$ cat config.mk
export PLATFORM = sky130hd
export DESIGN_NAME = bus_protocol_master_flat
export DESIGN_NICKNAME = d
export VERILOG_FILES = /design/src/rtl/bus_protocol_pkg.sv /design/src/rtl/bus_protocol_master_if.sv /design/src/rtl/bus_master_fifo.sv /design/src/rtl/bus_protocol_master.sv /design/src/flat_wrapper.sv
export SDC_FILE = /design/constraint.sdc
export NUM_CORES = 1
export LEC_CHECK = 0
export CAP_MARGIN = 20
export CORE_ASPECT_RATIO = 1.75
export CORE_MARGIN = 2
export CORE_UTILIZATION = 52
export CTS_CLUSTER_SIZE = 12
export DETAILED_ROUTE_END_ITERATION = 8
export GPL_TIMING_DRIVEN = 0
export PLACE_DENSITY_LB_ADDON = 0.08
export REMOVE_ABC_BUFFERS = 1
export SETUP_SLACK_MARGIN = 0.15
export SYNTH_ARGS = -nofsm -noshare
export SYNTH_HDL_FRONTEND = slang
export SYNTH_SLANG_ARGS = --single-unit
$ cat constraint.sdc
create_clock -name clk -period 2.3 [get_ports clk]
set_input_delay 0.345 -clock clk [delete_from_list [all_inputs] [get_ports clk]]
set_output_delay 0.345 -clock clk [all_outputs]
set_load 0.05 [all_outputs]
$ cat src/rtl/bus_protocol_pkg.sv
// bus_protocol_pkg: shared types and timing constants for the dValid/dAck bus master
package bus_protocol_pkg;
    localparam int BUS_W = 8;
    typedef logic [2:0] cnt_t;
    localparam cnt_t MIN_VALID = 3'd2;
    localparam cnt_t MAX_VALID = 3'd4;
    typedef enum logic [1:0] {IDLE, VALID, BACKOFF} bus_master_state_t;
endpackage

$ cat src/rtl/bus_protocol_master_if.sv
// bus_protocol_master_if: upstream stream, bus and status signals of the bus master
interface bus_protocol_master_if;
    import bus_protocol_pkg::*;
    logic             in_valid;
    logic             in_ready;
    logic [BUS_W-1:0] in_data;
    logic             dValid;
    logic [BUS_W-1:0] data;
    logic             dAck;
    logic             done;
    logic             err_early_ack;
    logic             err_timeout;
    logic             busy;
    modport master (
        input  in_valid, in_data, dAck,
        output in_ready, dValid, data, done, err_early_ack, err_timeout, busy
    );
    modport slave (
        output in_valid, in_data, dAck,
        input  in_ready, dValid, data, done, err_early_ack, err_timeout, busy
    );
endinterface

$ cat src/rtl/bus_master_fifo.sv
// bus_master_fifo: FIFO_DEPTH x BUS_W synchronous FIFO with full/empty flags
module bus_master_fifo
    import bus_protocol_pkg::*;
#(
    parameter int FIFO_DEPTH = 4
) (
    input  logic             clk,
    input  logic             reset,
    input  logic             push_i,
    input  logic [BUS_W-1:0] din_i,
    input  logic             pop_i,
    output logic [BUS_W-1:0] dout_o,
    output logic             full_o,
    output logic             empty_o
);
    localparam int AW = $clog2(FIFO_DEPTH);
    logic [BUS_W-1:0] mem_q [FIFO_DEPTH];
    logic [AW:0]      wr_q, rd_q;
    logic             do_push, do_pop;
    assign full_o  = (wr_q[AW] != rd_q[AW]) && (wr_q[AW-1:0] == rd_q[AW-1:0]);
    assign empty_o = wr_q == rd_q;
    assign do_push = push_i && !full_o;
    assign do_pop  = pop_i && !empty_o;
    assign dout_o  = mem_q[rd_q[AW-1:0]];
    // Pointers carry an extra wrap bit so full and empty are distinguishable
    always_ff @(posedge clk or negedge reset) begin
        if (!reset) begin
            wr_q <= '0;
            rd_q <= '0;
        end else begin
            if (do_push) wr_q <= wr_q + (AW+1)'(1);
            if (do_pop) rd_q <= rd_q + (AW+1)'(1);
        end
    end
    // Storage needs no reset: only entries between the pointers are ever read
    always_ff @(posedge clk) begin
        if (do_push) mem_q[wr_q[AW-1:0]] <= din_i;
    end
endmodule

$ cat src/rtl/bus_protocol_master.sv
// bus_protocol_master: FIFO-buffered transmitter for the 8-bit dValid/dAck bus.
// Define BUS_MASTER_RETRY_EN to retransmit a timed-out byte up to MAX_RETRY times.
module bus_protocol_master
    import bus_protocol_pkg::*;
#(
    parameter int FIFO_DEPTH = 4,
    parameter int MAX_RETRY  = 3
) (
    input logic                   clk,
    input logic                   reset,
    bus_protocol_master_if.master bus
);
    bus_master_state_t state_q, state_d;
    cnt_t              cnt_q, cnt_d;
    logic [BUS_W-1:0]  data_q, data_d, fifo_dout;
    logic              valid_q, valid_d, ack_pend_q, ack_pend_d, dack_q;
    logic              done_q, done_d, early_q, early_d, tout_q, tout_d;
    logic              fifo_full, fifo_empty, pop, ack_rise;
`ifdef BUS_MASTER_RETRY_EN
    localparam int RW = MAX_RETRY > 0 ? $clog2(MAX_RETRY + 1) : 1;
    logic [RW-1:0] retry_q, retry_d;
`else
    logic unused_max_retry;
    assign unused_max_retry = MAX_RETRY != 0;
`endif
    bus_master_fifo #(.FIFO_DEPTH(FIFO_DEPTH)) u_fifo (
        .clk(clk), .reset(reset), .push_i(bus.in_valid), .din_i(bus.in_data),
        .pop_i(pop), .dout_o(fifo_dout), .full_o(fifo_full), .empty_o(fifo_empty)
    );
    assign ack_rise          = bus.dAck && !dack_q;
    assign bus.in_ready      = !fifo_full;
    assign bus.dValid        = valid_q;
    assign bus.data          = data_q;
    assign bus.done          = done_q;
    assign bus.err_early_ack = early_q;
    assign bus.err_timeout   = tout_q;
    assign bus.busy          = (state_q != IDLE) || !fifo_empty;
    // Next state: launch from the FIFO, count dValid cycles, resolve ack/timeout
    always_comb begin
        state_d    = state_q;
        cnt_d      = cnt_q;
        data_d     = data_q;
        valid_d    = valid_q;
        ack_pend_d = ack_pend_q;
        done_d     = 1'b0;
        early_d    = 1'b0;
        tout_d     = 1'b0;
        pop        = 1'b0;
`ifdef BUS_MASTER_RETRY_EN
        retry_d    = retry_q;
`endif
        case (state_q)
            IDLE: if (!fifo_empty) begin
                pop        = 1'b1;
                data_d     = fifo_dout;
                valid_d    = 1'b1;
                cnt_d      = 3'd1;
                ack_pend_d = 1'b0;
                state_d    = VALID;
`ifdef BUS_MASTER_RETRY_EN
                retry_d    = '0;
`endif
            end
            VALID: begin
                if ((ack_rise && cnt_q >= MIN_VALID) || (ack_pend_q && cnt_q == MIN_VALID)) begin
                    valid_d    = 1'b0;
                    done_d     = 1'b1;
                    ack_pend_d = 1'b0;
                    state_d    = IDLE;
                end else if (ack_rise) begin
                    early_d    = 1'b1;
                    ack_pend_d = 1'b1;
                    cnt_d      = cnt_q + 3'd1;
                end else if (cnt_q == MAX_VALID) begin
                    valid_d = 1'b0;
`ifdef BUS_MASTER_RETRY_EN
                    if (retry_q < RW'(MAX_RETRY)) begin
                        retry_d = retry_q + RW'(1);
                        state_d = BACKOFF;
                    end else begin
                        tout_d  = 1'b1;
                        state_d = IDLE;
                    end
`else
                    tout_d  = 1'b1;
                    state_d = IDLE;
`endif
                end else begin
                    cnt_d = cnt_q + 3'd1;
                end
            end
`ifdef BUS_MASTER_RETRY_EN
            BACKOFF: begin
                valid_d = 1'b1;
                cnt_d   = 3'd1;
                state_d = VALID;
            end
`endif
            default: state_d = IDLE;
        endcase
    end
    // State, bus outputs and pulse flags; reset drops dValid at once
    always_ff @(posedge clk or negedge reset) begin
        if (!reset) begin
            state_q    <= IDLE;
            cnt_q      <= '0;
            data_q     <= '0;
            valid_q    <= 1'b0;
            ack_pend_q <= 1'b0;
            dack_q     <= 1'b0;
            done_q     <= 1'b0;
            early_q    <= 1'b0;
            tout_q     <= 1'b0;
`ifdef BUS_MASTER_RETRY_EN
            retry_q    <= '0;
`endif
        end else begin
            state_q    <= state_d;
            cnt_q      <= cnt_d;
            data_q     <= data_d;
            valid_q    <= valid_d;
            ack_pend_q <= ack_pend_d;
            dack_q     <= bus.dAck;
            done_q     <= done_d;
            early_q    <= early_d;
            tout_q     <= tout_d;
`ifdef BUS_MASTER_RETRY_EN
            retry_q    <= retry_d;
`endif
        end
    end
endmodule

$ cat src/flat_wrapper.sv
// flat-port wrapper written by rule: the top's interface ports become plain ports
module bus_protocol_master_flat import bus_protocol_pkg::*;
#(
    parameter int FIFO_DEPTH = 4,
    parameter int MAX_RETRY  = 3
)
  (clk, reset, bus_in_valid, bus_in_data, bus_dAck, bus_in_ready, bus_dValid, bus_data, bus_done, bus_err_early_ack, bus_err_timeout, bus_busy);
  bus_protocol_master_if bus_i ();
  input logic clk;
  input logic reset;
  input wire logic [$bits(bus_i.in_valid)-1:0] bus_in_valid;
  input wire logic [$bits(bus_i.in_data)-1:0] bus_in_data;
  input wire logic [$bits(bus_i.dAck)-1:0] bus_dAck;
  output wire logic [$bits(bus_i.in_ready)-1:0] bus_in_ready;
  output wire logic [$bits(bus_i.dValid)-1:0] bus_dValid;
  output wire logic [$bits(bus_i.data)-1:0] bus_data;
  output wire logic [$bits(bus_i.done)-1:0] bus_done;
  output wire logic [$bits(bus_i.err_early_ack)-1:0] bus_err_early_ack;
  output wire logic [$bits(bus_i.err_timeout)-1:0] bus_err_timeout;
  output wire logic [$bits(bus_i.busy)-1:0] bus_busy;
  assign bus_i.in_valid = bus_in_valid;
  assign bus_i.in_data = bus_in_data;
  assign bus_i.dAck = bus_dAck;
  assign bus_in_ready = bus_i.in_ready;
  assign bus_dValid = bus_i.dValid;
  assign bus_data = bus_i.data;
  assign bus_done = bus_i.done;
  assign bus_err_early_ack = bus_i.err_early_ack;
  assign bus_err_timeout = bus_i.err_timeout;
  assign bus_busy = bus_i.busy;
  bus_protocol_master #(.FIFO_DEPTH(FIFO_DEPTH), .MAX_RETRY(MAX_RETRY)) u_core (.clk(clk), .reset(reset), .bus(bus_i));
endmodule
### After elaboration in Yosys (flattened, before gate mapping)

Memories as Yosys holds them, arrays and structs flattened. A register that Yosys moved wholly into a read port is not among the register bits.
Index checks and enable logic that the tools add are counted.

| storage, ports and cells | value |
|---|---|
| memory bits (writable) | 32 |
| word-level logic and storage cells | 80 |
| input bits | 12 |
| memories | 1 |
| register bits | 17 |
| output and inout bits | 14 |

Memories:

| name | words | bits a word | rd ports | clocked after Yosys merged registers in | write ports | RTL line | RTL |
|---|---|---|---|---|---|---|---|
| u_core.u_fifo.mem_q | 4 | 8 | 1 | 1 | 1 | bus_master_fifo.sv:17 | `logic [BUS_W-1:0] mem_q [FIFO_DEPTH];` |

| cells by class | value |
|---|---|
| bitwise gates (word level) | 1 |
| reductions and logical operators | 20 |
| multiplexer cells | 32 |
| magnitude comparators | 1 |
| eq/ne operators | 12 |
| add/subtract/negate cells | 3 |

Operator list:

| kind | number |
|---|---|
| two-way mux 1 bit | 20 |
| two-way mux 3 bit | 4 |
| adder 3 x 1 -> 3 bit (second input constant) | 3 |
| two-way mux 2 bit | 4 |
| AND reduction 4 bit | 2 |
| logical AND 1 bit | 6 |
| != test 3 x 1 -> 1 bit (second input constant) | 2 |
| case mux 3 bit (2 select lines) | 1 |
| AND reduction 3 bit | 2 |
| zero test 1 bit | 4 |
| != test 2 bit (second input constant) | 2 |
| case mux 1 bit (2 select lines) | 2 |
| case mux 2 bit (2 select lines) | 1 |
| nonzero test 2 bit | 2 |
| == test 3 x 2 -> 1 bit (second input constant) | 1 |
| == test 3 bit | 1 |
| == test 3 bit (second input constant) | 1 |
| greater-or-equal comparator 3 x 2 -> 1 bit (second input constant) | 1 |
| != test 3 x 2 -> 1 bit (second input constant) | 1 |
| != test 3 bit (second input constant) | 1 |
| == test 2 x 1 -> 1 bit (second input constant) | 1 |
| == test 2 bit | 1 |
| zero test 2 bit | 1 |
| logical OR 1 bit | 2 |
| 3 further kinds | 3 |

### Depth between registers and ports, before layout

Gate-level depths: netlist (run 1).

| logic depth | value |
|---|---|
| word-level depth | 6 |
| depth in mapped cells | 6 |
| mapped depth without buffers | 6 |

### Cells and area by module

A second synthesis (run 1) with hierarchy kept.

| second synthesis, totals | value |
|---|---|
| cells, all modules | 149 |
| area total of the unflattened synthesis | 2394.8 sq um |

By module, submodules not included:

| module | cells each | area each (sq um) | sequential area each (sq um) | instances |
|---|---|---|---|---|
| bus_master_fifo | 90 | 1629.1 | 1111.1 | 1 |
| bus_protocol_master | 59 | 765.7 | 425.4 | 1 |

### Worst setup path before layout (run 1)

Ideal clock, no wire load.

| path | value |
|---|---|
| path kind | reg-to-reg |
| from | register u_core.u_fifo.rd_q[1] |
| to | register u_core.u_fifo.wr_q[2] |
| setup time | 0.140 ns |
| path slack | 0.287 ns |
| required time | 2.160 ns |
| stages on the path, launching flop included | 6 |
| buffers on the path | 1 |
| arrival | 1.873 ns |
| clock period less this slack | 2.013 ns |
| cells stage by stage | dfrtp_1 > buf_4 > xnor2_2 > nand3b_1 > and3_1 > xor2_1 |

| between the ends | value |
|---|---|
| longest elaborated chain between the ends | 4 |

Ends and longest elaborated chain:

| item | RTL line | RTL |
|---|---|---|
| start: declaration | bus_master_fifo.sv:18 | `logic [AW:0] wr_q, rd_q;` |
| start signal: assignment | bus_master_fifo.sv:32 | `if (do_pop) rd_q <= rd_q + (AW+1)'(1);` |
| == test 2 bit | bus_master_fifo.sv:20 | `assign full_o = (wr_q[AW] != rd_q[AW]) && (wr_q[AW-1:0] == rd_q[AW-1:0]);` |
| logical AND 1 bit | bus_master_fifo.sv:20 |  |
| zero test 1 bit | - |  |
| net bus_in_ready | flat_wrapper.sv:14 | `output wire logic [$bits(bus_i.in_ready)-1:0] bus_in_ready;` |
| logical AND 1 bit | bus_master_fifo.sv:22 | `assign do_push = push_i && !full_o;` |
| end signal: assignment | bus_master_fifo.sv:31 | `if (do_push) wr_q <= wr_q + (AW+1)'(1);` |
| end: declaration | bus_master_fifo.sv:18 |  |

The timed path passes the listed nets, and every way through them passes these cells.
A chain may end at the register's enable or synchronous reset.

==> results of run 1 <==
placed cells by master (no fill, tap or decap), types with 3 or more instances in the layout:
| cell | instances |
|---|---|
| o21ai_0 | 3 |
| mux2_4 | 8 |
| edfxtp_1 | 32 |
| inv_1 | 5 |
| and3_1 | 5 |
| clkdlybuf4s50_1 | 23 |
| mux4_1 | 7 |
| nand2_1 | 5 |
| xnor2_1 | 3 |
| clkbuf_8 | 5 |
| ha_1 | 8 |
| dfrtp_1 | 21 |
power breakdown:
part | switching (uW) | internal, uW
clock | 283 | 208
sequential | 279 | 1390
combinational | 892 | 765
total | 1450 | 2360
kinds of logic after synthesis:
logic type               Yosys count
flip-flops                        55
AND/OR/NAND/NOR                   22
multiplexers                      20
AO/OA/AOI/OAI                     11
buffers and inverters              9
adder cells (fa/ha/maj)            8
XOR/XNOR                           7
through the flow:
stage | worst slack, ns | area (sq um)
2_1_floorplan | 0.213 | 2310
4_1_cts | 0.133 | 2710
3_5_place_dp | -0.129 | 2620
3_3_place_gp | -0.107 | 2620
5_1_grt | 0.138 | 2720
6_report | 0.232 | 2720
routing by layer:
metal  part of all wire [%]  vias to the layer above  global-route usage, %
met2                     58                       25                   31.6
li1                       -                      557                      -
met1                     37                      625                   17.8
met4                    1.8                        0                   6.88
met5                      0                        -                      0
met3                    3.2                        5                   4.03
what timing repair did:
action,in CTS,in global routing
pin swaps,0,0
gates resized for setup,10,4
endpoints found under the setup margin,11,3
final cells by class:
| cell class | instances | share of cell area [%] |
|---|---|---|
| Sequential cell | 55 | 56.8 |
| Tap cell | 51 | 2.35 |
| Timing Repair Buffer | 26 | 9.40 |
| Inverter | 5 | 0.691 |
| Clock inverter | 2 | 0.276 |
| Multi-Input combinational cell | 68 | 27.8 |
| Clock buffer | 6 | 2.67 |
sequential cells by signal, summed over array words and instances (netlist names):
register                  flops
u_core.cnt_q                  3
u_core.u_fifo.wr_q            3
u_core.bus.err_early_ack      1
u_core.bus.data               8
u_core.u_fifo.mem_q          32
u_core.bus.err_timeout        1
u_core.bus.done               1
u_core.state_q                1
u_core.dack_q                 1
u_core.u_fifo.rd_q            3
u_core.ack_pend_q             1
worst paths after layout:
check | to | cells past startpoint | start | slack [ns]
min in group clk | u_core.u_fifo.rd_q[2] | 1 | u_core.u_fifo.rd_q[2] | 0.50
worst min register to register | u_core.u_fifo.rd_q[2] | 1 | u_core.u_fifo.rd_q[2] | 0.50
max in group asynchronous | u_core.u_fifo.rd_q[0] | 2 | reset | 1.62
worst max-delay path | bus_dValid | 1 | u_core.state_q[0] | 0.23
worst max register to register | u_core.u_fifo.rd_q[1] | 3 | u_core.u_fifo.rd_q[0] | 0.25
worst min-delay path | u_core.bus.data[1] | 1 | reset | 0.26
==> impl_metrics.json, run 1 <==
{
  "status": "finished clean",
  "cts_tree": "built",
  "hold_class": "input port to async pin",
  "avgSynthCellArea_sq_um": 17.8,
  "die_height_um": 92.8,
  "ys.flop_type": "edfxtp_1",
  "die_area_sq_um": 5080,
  "p_leak_uw": 0.00108,
  "critical-path-top-delay-family": "buffers and inverters",
  "rsz0062_at_grt": "yes",
  "post_cts_buffers": 0,
  "insertion_delay_ns": 0.30,
  "start_util_pct": 53.7,
  "fin_crit_ns": 2.07,
  "first_global_vias": 1286,
  "yosysWarnings": 0,
  "synthCells": 132,
  "num_rows": 32,
  "hold_ws_ns": 0.265,
  "cts.clk_slew.worst_paths_ns": 0.09,
  "fin_cells": 213,
  "viasPerCell": 5.69,
  "synth_compound_area_share_pct": 3.47,
  "firstDrtPassIters": 4,
  "grt_first_pass_wirelength_um": 6010,
  "layout.nets": 181,
  "dp_hpwl_um": 2800,
  "tns_ns": 0,
  "synth_top_area_share_pct": 41.0,
  "synth-edff-count": 32,
  "path_class": "flop to output pin",
  "drtIter0Drc": 24,
  "cp.arrival_ns": 1.72,
  "final-setup-viol-count": 0,
  "finClkSkew_ns": 0.00413,
  "hold_viol": 0,
  "multi_input_area_sq_um": 756,
  "antenna_found_initial": 0,
  "num_io_pins": 26,
  "synth_area_sq_um": 2340,
  "ant_nets": 0,
  "ys_seq_elements": 55,
  "yosys.area_share.simple_pct": 5.45,
  "slowest_delay_ns": 0.87,
  "core_sq_um": 4360,
  "cts.htree.levels": 2,
  "insertedDiodeCount": 0,
  "route.vias.total": 1212,
  "drt_wl_total_um": 3920,
  "overflow": 0,
  "synthArstFlopShare_pct": 41.8,
  "synth_top_family_by_area": "multiplexers",
  "crit_path_end_kind": "output pin",
  "grt_usage_pct": 17.4,
  "portBuffers": 25,
  "max_clock_freq_ghz": 0.484,
  "max-cap-violations": 0,
  "synthAdderAreaFrac_pct": 4.27,
  "peakVddDrop_uv": 821,
  "maxSlewViolCount": 0,
  "worst_pin_slew_ns": 0.893,
  "fill_cells": 342,
  "finalPower_uw": 3820,
  "powerDensity_nw_per_um2": 1410,
  "synthMuxAreaShare_pct": 15.8,
  "clk_path_buf_depth": 2,
  "crit_path_start_kind": "flop",
  "gp_congestion": 0.645,
  "cp_data_required_time_ns": 1.96,
  "yosysTopAreaCell": "edfxtp_1",
  "drive_above_1_share_pct": 17.3,
  "cp_max_fo": 10,
  "yosysMostFrequentCell": "edfxtp_1",
  "cts_inserted_buffers": 5,
  "synthDistinctLibCells": 35,
  "drc": 0,
  "wl_per_cell_um": 18.4,
  "cts_root_buf": "clkbuf_8",
  "path_buf_inv": 1,
  "synthTopCellsByArea": "edfxtp_1, dfrtp_1, mux4_1",
  "synth_common_cells": "edfxtp_1, dfrtp_1, ha_1, mux2_4, mux4_1",
  "slew_headroom_pct": 40.3,
  "ys_seq_area_share_pct": 65.6,
  "synth_xor_area_share_pct": 3.26,
  "placedCellCount": 204,
  "path_cells": "clkdlybuf4s50_1",
  "cts.sinks": 55,
  "fin_util_pct": 62.2,
  "grt_max_degree": 24,
  "postCtsHoldBufs": 0,
  "seqCellArea_sq_um": 1540,
  "fin_crit_sh_pct": 89.9,
  "cp_slowest_cell": "clkdlybuf4s50_1",
  "die_w_um": 54.7,
  "synthToLayoutAreaGrowth_pct": 15.9
}
(Power assumes the default switching activity.)
==> inputs of run 2 (changes only) <==
- REMOVE_ABC_BUFFERS: 1 -> unset
==> run 2 against run 1 <==
Net effect:
- total power is 4.6% higher
- worst setup slack better by 0.025 ns
- non-clock buffer count is 4 higher
- worst hold slack better by 0.0058 ns
- critical path depth is 4 higher
- critical endpoint is now bus_busy
==> impl_metrics.json, run 2 (synthesis gave the netlist of run 1 again) <==
{
  "gp_congestion": 0.662,
  "first_global_vias": 1278,
  "grt_first_pass_wirelength_um": 6110,
  "status": "finished clean",
  "cts_root_buf": "clkbuf_8",
  "firstDrtPassIters": 4,
  "synth_nets": 152,
  "cp-endpoint": "bus_busy",
  "critPathLaunch": "u_core.u_fifo.rd_q[1]",
  "final_common_cell": "edfxtp_1",
  "insertedDiodeCount": 0,
  "worst_pin_slew_ns": 0.505,
  "cts.htree.levels": 2,
  "hold_class": "input port to async pin",
  "hold_ws_ns": 0.271,
  "setup_slack_ns": 0.257,
  "cts_inserted_buffers": 5,
  "postCtsHoldBufs": 0,
  "placedCellCount": 208,
  "max_clock_freq_ghz": 0.490,
  "peakVddDrop_uv": 842,
  "tns_ns": 0,
  "clk_path_buf_depth": 2,
  "drt_wl_total_um": 3710,
  "seqCellArea_sq_um": 1540,
  "cp.arrival_ns": 1.70,
  "path_cells": "buf_4 > xnor2_2 > and3_1 > nand2_1 > buf_2",
  "num_rows": 32,
  "die_area_sq_um": 5080,
  "num_io_pins": 26,
  "reg2regPathDepth": 4,
  "slowest_delay_ns": 0.40,
  "fin_cells": 217,
  "maxSlewViolCount": 0,
  "insertion_delay_ns": 0.30,
  "overflow": 0,
  "die_height_um": 92.8,
  "cp_max_fo": 10,
  "ant_nets": 0,
  "core_sq_um": 4360,
  "worstReg2RegStart": "u_core.u_fifo.rd_q[1]",
  "crit_path_start_kind": "flop",
  "r2r_slack_ns": 0.52,
  "cp_data_required_time_ns": 1.96,
  "slew_headroom_pct": 66.2,
  "rsz0062_at_grt": "no",
  "synthToLayoutAreaGrowth_pct": 19.1,
  "route.vias.total": 1211,
  "r2r-end": "u_core.u_fifo.mem_q[3][2]",
  "viasPerCell": 5.58,
  "final-setup-viol-count": 0,
  "p_leak_uw": 0.00113,
  "layout.nets": 185,
  "portBuffers": 25,
  "path_class": "flop to output pin",
  "drc": 0,
  "grt_max_degree": 24,
  "largest_reg_flops": 32,
  "antenna_found_initial": 0,
  "most-common-layout-cells": "edfxtp_1, clkdlybuf4s50_1, dfrtp_1, mux2_4, ha_1",
  "die_w_um": 54.7,
  "drive_above_1_share_pct": 18.7,
  "drtIter0Drc": 15,
  "fin_crit_sh_pct": 88.8,
  "cts_tree": "built",
  "cp_slowest_cell": "dfrtp_1",
  "dp_hpwl_um": 2730,
  "wl_per_cell_um": 17.1,
  "cts.clk_slew.worst_paths_ns": 0.10,
  "finClkSkew_ns": 0.00596,
  "fin_util_pct": 64.0,
  "crit_path_end_kind": "output pin",
  "multi_input_area_sq_um": 754,
  "fin_crit_ns": 2.04,
  "cts.sinks": 55,
  "fill_cells": 317,
  "powerDensity_nw_per_um2": 1430,
  "hold_viol": 0,
  "start_util_pct": 53.7,
  "grt_usage_pct": 17.4,
  "max-cap-violations": 0,
  "place_worst_setup_slack_ns": 0.0806
}
run 2: where the power goes:
| group | leakage (uW) | switching, uW | total (uW) | internal [uW] |
|---|---|---|---|---|
| registers | 0.000568 | 180 | 1560 | 1380 |
| logic | 0.000499 | 983 | 1790 | 807 |
| clock network | 0.0000587 | 311 | 641 | 330 |
| total | 0.00113 | 1470 | 3990 | 2520 |
run 2: cell type report:
class	instances	share of cell area, %
Sequential cell	55	55.0
Multi-Input combinational cell	68	27.0
Timing Repair Buffer	26	9.59
Clock buffer	5	2.47
Tap cell	51	2.29
Clock inverter	3	1.70
Buffer	4	1.21
Inverter	5	0.672
run 2: layer usage:
| layer | wire length [um] | track usage [%] | vias to the layer above |
|---|---|---|---|
| met2 | 2070 | 29.1 | 32 |
| met3 | 129 | 4.03 | 7 |
| li1 | - | - | 568 |
| met4 | 76 | 7.92 | 0 |
| met5 | 0 | 0 | - |
| met1 | 1430 | 20.2 | 604 |
run 2: critical path: cells and delay by family, from the launching register on:
kind	cells	cell delay (ns)
simple gates	2	0.37
xor+xnor	1	0.21
buf+inv	2	0.40
flops	1	0.40
run 2: repair_timing:
action / CTS / global route
setup buffers: 0 / 0
resized for setup: 6 / 4
endpoints found under the setup margin: 2 / 2
endpoints found under the hold margin: 0 / 0
run 2: through the flow:
| step | power [uW] | area (sq um) |
|---|---|---|
| finish | 3990 | 2790 |
| global route | 4240 | 2790 |
| CTS | 4040 | 2780 |
| detailed placement | 3410 | 2660 |
| global placement | 3340 | 2660 |
| floorplan | 2900 | 2340 |
run 2: worst min-delay path by stage:
| stage | slack, ns | startpoint | to |
|---|---|---|---|
| floorplan | 0.05 | reset | u_core.ack_pend_q |
| global placement | 0.48 | u_core.u_fifo.wr_q[2] | u_core.u_fifo.wr_q[2] |
| detailed placement | 0.48 | u_core.u_fifo.wr_q[2] | u_core.u_fifo.wr_q[2] |
| CTS | 0.50 | u_core.u_fifo.wr_q[2] | u_core.u_fifo.wr_q[2] |
| global route | 0.28 | reset | u_core.bus.err_early_ack |
| finish | 0.27 | reset | u_core.bus.err_timeout |
==> inputs of run 3 (changes only) <==
- clock period: 2.3 -> 2 ns (I/O delays scaled with it)
==> run 3 against run 2 <==
Net effect:
- clock power fell by 7.3%
- register-to-register slack got worse by 0.26 ns
- sequential share of layout area fell by 2.3 points
- largest power group unchanged
==> impl_metrics.json, run 3 (synthesis gave the netlist of run 1 again) <==
{
  "grt_usage_pct": 17.8,
  "start_util_pct": 53.7,
  "die_w_um": 54.7,
  "tns_ns": 0,
  "num_io_pins": 26,
  "route.vias.total": 1242,
  "fin_util_pct": 66.8,
  "core_sq_um": 4360,
  "p_comb_share_pct": 49.9,
  "placedCellCount": 208,
  "internal-power_uw": 3030,
  "layout.nets": 192,
  "cts_inserted_buffers": 5,
  "hold_class": "input port to async pin",
  "cts_tree": "built",
  "fin_crit_sh_pct": 90.1,
  "firstDrtPassIters": 4,
  "drt_wl_total_um": 4020,
  "grt_max_degree": 24,
  "postCtsHoldBufs": 0,
  "max-cap-violations": 0,
  "dp_hpwl_um": 2910,
  "max_clock_freq_ghz": 0.555,
  "peakVddDrop_uv": 1110,
  "fill_cells": 299,
  "switchingPower_uw": 1810,
  "gp_congestion": 0.722,
  "p_seq_share_pct": 37.8,
  "clk_path_buf_depth": 2,
  "most-common-layout-cells": "edfxtp_1, clkdlybuf4s50_1, dfrtp_1, mux2_4, ha_1",
  "hold_viol": 0,
  "status": "finished clean",
  "cp.arrival_ns": 1.50,
  "maxSlewViolCount": 0,
  "cp_max_fo": 3,
  "cts.htree.levels": 2,
  "synthToLayoutAreaGrowth_pct": 24.3,
  "die_height_um": 92.8,
  "p_leak_uw": 0.00117,
  "fin_cells": 224,
  "cts_root_buf": "clkbuf_8",
  "slew_headroom_pct": 66.1,
  "largest_reg_flops": 32,
  "rsz0062_at_grt": "yes",
  "portBuffers": 25,
  "synth_nets": 152,
  "place_worst_setup_slack_ns": -0.155,
  "crit_path_start_kind": "flop",
  "ant_nets": 0,
  "num_rows": 32,
  "antenna_found_initial": 0,
  "final-setup-viol-count": 0,
  "swShare_pct": 37.3,
  "worst_pin_slew_ns": 0.507,
  "finClkSkew_ns": 0.0108,
  "setup_slack_ns": 0.199,
  "cts.sinks": 55,
  "wl_per_cell_um": 17.9,
  "seqCellArea_sq_um": 1540,
  "fin_crit_ns": 1.80,
  "insertion_delay_ns": 0.31,
  "overflow": 0,
  "grt_first_pass_wirelength_um": 6130,
  "cts.clk_slew.worst_paths_ns": 0.10,
  "drive_above_1_share_pct": 26.6,
  "p_clk_share_pct": 12.3,
  "insertedDiodeCount": 0,
  "cp_data_required_time_ns": 1.70,
  "drc": 0,
  "powerDensity_nw_per_um2": 1660,
  "first_global_vias": 1273,
  "final_common_cell": "edfxtp_1",
  "path_class": "flop to output pin",
  "die_area_sq_um": 5080,
  "multi_input_area_sq_um": 823,
  "crit_path_end_kind": "output pin",
  "viasPerCell": 5.54,
  "drtIter0Drc": 18
}
[run 3: cell count changes in the layout (fill, tap and decap cells not counted), sizes merged]
| cell | delta |
|---|---|
| bufinv | -1 |
| inv | -1 |
| buf | +7 |
| clkinvlp | +2 |
[run 3: through the flow]
| step | hold slack [ns] | cell area (sq um) | total power [uW] |
|---|---|---|---|
| after floorplan | 0.00441 | 2400 | 3470 |
| after global routing | 0.254 | 2910 | 5110 |
| final | 0.250 | 2910 | 4840 |
| after global placement | 0.477 | 2710 | 3970 |
| after detailed placement | 0.479 | 2710 | 4060 |
| after CTS | 0.464 | 2810 | 4690 |
[run 3: worst paths after layout]
path                                       to  cells past startpoint  slack (ns)                   from
setup / recovery                     bus_busy                      5        0.20  u_core.u_fifo.rd_q[0]
hold / removal                u_core.bus.done                      1        0.25                  reset
setup reg to reg           u_core.bus.data[7]                      6        0.26  u_core.u_fifo.rd_q[0]
hold reg to reg            u_core.bus.data[2]                      1        0.52     u_core.bus.data[2]
max in group asynchronous  u_core.bus.data[0]                      2        1.36                  reset
min in group clk                u_core.dack_q                      1        0.47               bus_dAck
[run 3: power groups by stage]
stage	Combinational (uW)	Sequential [uW]	Clock (uW)
final	2420	1830	594
after global routing	2580	1870	656
after CTS	2260	1820	612
after detailed placement	2210	1850	0
after global placement	2150	1810	0
after floorplan	1320	2150	0
[run 3: repair_timing]
item	CTS	global route
endpoints found under the setup margin	2	1
hold endpoints to repair	0	0
buffers inserted	1	6
pin swaps	0	3
gates resized for setup	14	8
[run 3: area by class of cell]
cell class	instances	share of cell area, %
buffer	4	1.59
clock buffer	5	2.36
clock inverter	3	0.687
inverter	5	0.644
multi-input combinational	68	28.3
sequential	55	52.7
tap	51	2.19
timing repair buffer	33	11.6
[run 3: critical path, stage by stage, from the launching register on]
cell and delay, ns:
dfrtp_1 0.43, buf_12 0.15, xnor2_4 0.16, and3_4 0.24, nand2_4 0.06, buf_8 0.15
[run 3: layer usage]
| layer | vias to the layer above | wire (um) | track usage, % |
|---|---|---|---|
| met3 | 8 | 148 | 4.52 |
| li1 | 585 | - | - |
| met4 | 0 | 99 | 8.75 |
| met2 | 32 | 2350 | 31.3 |
| met5 | - | 0 | 0 |
| met1 | 617 | 1420 | 18.1 |
